==> src/rtl/load_store_unit.sv <==
// load_store_unit: RV32I load/store initiator for a word-addressed data memory.
// Accepts one request at a time. Loads read one word and extract/extend the
// addressed byte or halfword. SW writes directly. SB/SH read the word, merge the
// new lane, then write it back. Misaligned or illegal requests respond with an
// error and never touch memory.
//
// Ports:
//   clk, reset                 clock, synchronous active-high reset
//   req_valid/req_ready        request handshake
//   req_is_store, req_funct3   operation select (RV32I funct3)
//   req_addr, req_wdata        byte address, store data
//   resp_valid/resp_ready      response handshake
//   resp_rdata, resp_error     extended load data (0 for stores/errors), error flag
//   mem_read, mem_write        memory strobes (never both high, low during reset)
//   mem_addr, mem_wdata        word index and merged write word
//   mem_rdata                  combinational memory read data
module load_store_unit #(
  parameter int unsigned ADDR_WIDTH = 32
) (
  input  logic                  clk,
  input  logic                  reset,
  input  logic                  req_valid,
  output logic                  req_ready,
  input  logic                  req_is_store,
  input  logic [2:0]            req_funct3,
  input  logic [ADDR_WIDTH-1:0] req_addr,
  input  logic [31:0]           req_wdata,
  output logic                  resp_valid,
  input  logic                  resp_ready,
  output logic [31:0]           resp_rdata,
  output logic                  resp_error,
  output logic                  mem_read,
  output logic                  mem_write,
  output logic [ADDR_WIDTH-3:0] mem_addr,
  output logic [31:0]           mem_wdata,
  input  logic [31:0]           mem_rdata
);

  localparam logic [1:0] S_IDLE = 2'd0;
  localparam logic [1:0] S_RD   = 2'd1;
  localparam logic [1:0] S_WR   = 2'd2;
  localparam logic [1:0] S_RESP = 2'd3;

  logic [1:0]            state_q,    state_d;
  logic                  is_store_q, is_store_d;
  logic [2:0]            funct3_q,   funct3_d;
  logic [ADDR_WIDTH-1:0] addr_q,     addr_d;
  logic [31:0]           wdata_q,    wdata_d;
  logic [31:0]           rbuf_q,     rbuf_d;
  logic [31:0]           rdata_q,    rdata_d;
  logic                  error_q,    error_d;

  logic                  accept;
  logic                  illegal;
  logic                  misaligned;
  logic [31:0]           merged;

  // Byte/halfword/word extraction with sign or zero extension.
  function automatic logic [31:0] load_extract(input logic [31:0] word,
                                               input logic [2:0]  f3,
                                               input logic [1:0]  off);
    logic [7:0]  b;
    logic [15:0] h;
    logic [31:0] r;
    b = word[{off, 3'b000} +: 8];
    h = off[1] ? word[31:16] : word[15:0];
    case (f3)
      3'd0:    r = {{24{b[7]}}, b};
      3'd4:    r = {24'd0, b};
      3'd1:    r = {{16{h[15]}}, h};
      3'd5:    r = {16'd0, h};
      3'd2:    r = word;
      default: r = 32'd0;
    endcase
    return r;
  endfunction

  // Request decode, evaluated on the raw request inputs at accept time.
  always_comb begin
    if (req_is_store) begin
      illegal = (req_funct3 >= 3'd3);
    end else begin
      illegal = (req_funct3 == 3'd3) || (req_funct3 == 3'd6) || (req_funct3 == 3'd7);
    end
    misaligned = ((req_funct3[1:0] == 2'd1) && req_addr[0]) ||
                 ((req_funct3[1:0] == 2'd2) && (req_addr[1:0] != 2'd0));
  end

  // Write word: new lane dropped into the buffered read word for SB/SH.
  always_comb begin
    merged = rbuf_q;
    case (funct3_q[1:0])
      2'd0:    merged[{addr_q[1:0], 3'b000} +: 8] = wdata_q[7:0];
      2'd1:    merged[{addr_q[1], 4'b0000} +: 16] = wdata_q[15:0];
      2'd2:    merged = wdata_q;
      default: merged = rbuf_q;
    endcase
  end

  assign req_ready  = (state_q == S_IDLE) && !reset;
  assign accept     = req_valid && req_ready;
  assign resp_valid = (state_q == S_RESP);
  assign resp_rdata = rdata_q;
  assign resp_error = error_q;
  assign mem_read   = (state_q == S_RD) && !reset;
  assign mem_write  = (state_q == S_WR) && !reset;
  assign mem_addr   = addr_q[ADDR_WIDTH-1:2];
  assign mem_wdata  = (state_q == S_WR) ? merged : 32'd0;

  // Next-state and latch updates.
  always_comb begin
    state_d    = state_q;
    is_store_d = is_store_q;
    funct3_d   = funct3_q;
    addr_d     = addr_q;
    wdata_d    = wdata_q;
    rbuf_d     = rbuf_q;
    rdata_d    = rdata_q;
    error_d    = error_q;
    case (state_q)
      S_IDLE: begin
        if (accept) begin
          is_store_d = req_is_store;
          funct3_d   = req_funct3;
          addr_d     = req_addr;
          wdata_d    = req_wdata;
          rdata_d    = 32'd0;
          error_d    = illegal || misaligned;
          if (illegal || misaligned) begin
            state_d = S_RESP;
          end else if (req_is_store && (req_funct3[1:0] == 2'd2)) begin
            state_d = S_WR;
          end else begin
            state_d = S_RD;
          end
        end
      end
      S_RD: begin
        rbuf_d = mem_rdata;
        if (is_store_q) begin
          state_d = S_WR;
        end else begin
          rdata_d = load_extract(mem_rdata, funct3_q, addr_q[1:0]);
          state_d = S_RESP;
        end
      end
      S_WR: begin
        state_d = S_RESP;
      end
      S_RESP: begin
        if (resp_ready) begin
          state_d = S_IDLE;
        end
      end
      default: state_d = S_IDLE;
    endcase
  end

  // State registers.
  always_ff @(posedge clk) begin
    if (reset) begin
      state_q    <= S_IDLE;
      is_store_q <= 1'b0;
      funct3_q   <= 3'd0;
      addr_q     <= '0;
      wdata_q    <= 32'd0;
      rbuf_q     <= 32'd0;
      rdata_q    <= 32'd0;
      error_q    <= 1'b0;
    end else begin
      state_q    <= state_d;
      is_store_q <= is_store_d;
      funct3_q   <= funct3_d;
      addr_q     <= addr_d;
      wdata_q    <= wdata_d;
      rbuf_q     <= rbuf_d;
      rdata_q    <= rdata_d;
      error_q    <= error_d;
    end
  end

endmodule

==> config.mk <==
export PLATFORM = sky130hd
export DESIGN_NAME = load_store_unit
export DESIGN_NICKNAME = d
export VERILOG_FILES = /design/src/rtl/load_store_unit.sv
export SDC_FILE = /design/constraint.sdc
export NUM_CORES = 1
export LEC_CHECK = 0
export ABC_CLOCK_PERIOD_IN_PS = 3000
export BUFFER_PORTS_ARGS = -buffer_cell sky130_fd_sc_hd__buf_2
export CAP_MARGIN = 10
export CORE_MARGIN = 3
export CORE_UTILIZATION = 50
export CTS_BUF_LIST = sky130_fd_sc_hd__clkbuf_8 sky130_fd_sc_hd__clkbuf_16
export DETAILED_ROUTE_END_ITERATION = 8
export PLACE_DENSITY = 0.86
export SYNTH_ARGS = -nofsm -noshare
export SYNTH_HDL_FRONTEND = slang
export SYNTH_SLANG_ARGS = --single-unit
==> constraint.sdc <==
create_clock -name clk -period 3 [get_ports clk]
set_input_delay 0.6 -clock clk [delete_from_list [all_inputs] [get_ports clk]]
set_output_delay 0.6 -clock clk [all_outputs]
set_load 0.02 [all_outputs]
==> metrics.cfg <==
[global_route]
grt_pass1_wl_um = 30600
grt_pass1_vias = 5895
grt_util_all_layers = 0.263
antenna_found_initial = 1
grt_max_degree = 49
grt_overflow = 0

[timing]
period_needed_ns = 2.93
hold_viol_final = 0
worst_slew_pin_slew_ns = 0.675
finalSetupViolations = 0
fmax_mhz = 341
final.setup.tns_ns = 0
fin_crit_sh = 0.977
slew_headroom = 0.549
fin_skew_ns = 0.00945
finalMaxSlewViolations = 0

[synthesis]
synth-seq-cells = 135
synth_seq_area_share = 0.399
synth.net_count = 870
netlist-cell-type-count = 60
synth_edf_count = 0
ys.flop_type = dfxtp_1
netlist_instances = 757
synth_area_um2 = 6770
yosysTopAreaCell = dfxtp_1
synthTopCellsByArea = dfxtp_1, nand2b_1, mux2i_1
synth_top_area_frac = 0.399
async_flop_share = 0
postSynthAreaPerCell_um2 = 8.95
netlist_top_cells_count = dfxtp_1, nand2_1, o21ai_0
yosysMostFrequentCell = dfxtp_1
ys_warn_count = 0

[cells_and_area]
final_cells = 1102
area_delta_synth_final_pct = 23.1
drive_gt1_frac = 0.324
fin_util = 0.645
nets = 1031
final_cell_area_um2 = 8340
fillers = 1053

[clocking]
cts_sinks = 135
cts.path.max_buffers = 2
insertion_delay_ns = 0.42
numCtsBuffers = 17
cts_tree = done
htree_levels = 4
cts_root_buffer = clkbuf_16
postCtsHoldBufs = 0
clk_pin_slew_ns = 0.06

[floorplan]
coreArea_um2 = 12900
dieHeight_um = 122
ioPinCount = 203
num_rows = 41
initial_core_util = 0.524
die_w_um = 122
fp.dieArea_um2 = 15000

[drt]
vias_per_cell = 5.69
wl_per_cell_um = 18.4
finalWirelength_um = 20300
drc_errors = 0
first_pass_iters = 8
ant_nets = 0
route.vias.total = 6266
drtIter0Drc = 608

[critical_path]
cp-endpoint = mem_wdata[21]
critical_path_class = reg -> out
critical_path_required_ns = 2.40
reg2reg_slack_ns = 0.77
reg2reg_from = state_q[1]
startpoint = addr_q[0]
crit_path_start_kind = register
worst-path-max-fanout = 5
rr_endpoint = resp_rdata[22]
r2r_cells = 6
worst_setup_path_end_kind = output pin
cp_data_arrival_time_ns = 2.33

[power_and_ir_drop]
finalPower_uw = 6880
peakVddDrop_v = 0.000581
p_per_area_nw_per_um2 = 825
p_leak_uw = 0.00355

[placed_design]
dp_cells = 1063
place_area_um2 = 7630
gp_congestion = 0.908
dp.final_hpwl_um = 14300
port_buffers = 202

[run_status]
status = completed

[hold_path]
hold_path.class = in -> reg

[flow_run]
maxCapViolations = 0

sequential cells by signal (all words and copies together) (netlist names):
| register | cells |
|---|---|
| is_store_q | 1 |
| resp_rdata | 32 |
| rbuf_q | 32 |
| addr_q | 32 |
| state_q | 2 |
| funct3_q | 3 |
| wdata_q | 32 |
| resp_error | 1 |
cell families (layout without fill, tap and decap cells):
family                   count (synthesis)  in the layout  synth area share
multiplexers                            54             54            0.0835
flip-flops                             135            135             0.399
AND/OR/NAND/NOR                        270            270             0.206
other                                    0              1                 0
AO/OA/AOI/OAI                          191            191             0.209
adder cells (fa/ha/maj)                  9              9            0.0166
buffers and inverters                   98            270            0.0857
routing by layer:
metal  share of wire  track usage  vias to the layer above
met2            0.47        0.422                      339
met3           0.093       0.0664                       59
met5               0            0                        -
li1                -            -                     2982
met1            0.41        0.335                     2886
met4           0.032        0.119                        0
cell type report:
cell class                      count  area, um^2  share of cell area
Tap cell                          172         215              0.0258
Clock buffer                       20         467              0.0560
Timing Repair Buffer              228        1230               0.148
Multi-Input combinational cell    524        3560               0.427
Clock inverter                     10         106              0.0128
Antenna cell                        1        2.50            0.000300
Inverter                           12        50.0             0.00600
Sequential cell                   135        2710               0.325
worst max-delay path, cell delays in order (launching register included):
cell and delay, ns:
dfxtp_2 0.35, inv_4 0.06, ha_4 0.28, nand2b_4 0.06, a2111oi_4 0.34, buf_4 0.20, a221oi_2 0.06, o32ai_1 0.32
buf_2 0.23
power by group:
part / total (uW) / internal (uW) / switching [uW]
combinational: 2310 / 933 / 1380
clock: 2020 / 1270 / 757
sequential: 2540 / 2190 / 346
total: 6880 / 4400 / 2480
cell usage in the layout (no fill, tap or decap), types with 9 or more instances in the layout:
cell type  count
dfxtp_1      132
buf_4         24
nand3_1       13
nand2b_1      73
inv_1         11
nor2_1        35
a21oi_1        9
mux2i_1       46
nand2_1       92
clkbuf_16     17
a22o_1        16
a221o_2       10
nor2b_1       32
a222oi_1      12
o21ai_0       78
buf_2        202
timing repair:
item | CTS | global route
endpoints found under the setup margin | 12 | 20
pin swaps | 3 | 4
resized for setup | 2 | 17
setup buffers | 2 | 6
how the worst min path moves through the flow:
stage,slack (ns),end,from,cells after the start
final,0.37,addr_q[27],req_addr[27],3
after global routing,0.37,addr_q[30],req_addr[30],3
after CTS,0.36,addr_q[27],req_addr[27],3
after detailed placement,0.46,addr_q[27],addr_q[27],2
after global placement,0.45,resp_rdata[7],resp_rdata[7],1
after floorplan,0.45,wdata_q[26],wdata_q[26],2
stage by stage:
step / hold slack, ns / setup slack, ns
final: 0.369 / 0.0693
after floorplan: 0.449 / 0.0338
after global placement: 0.449 / 0.253
after global routing: 0.373 / -0.0294
after detailed placement: 0.461 / 0.184
after CTS: 0.363 / 0.00375
Power figures use the tool's default switching activity.
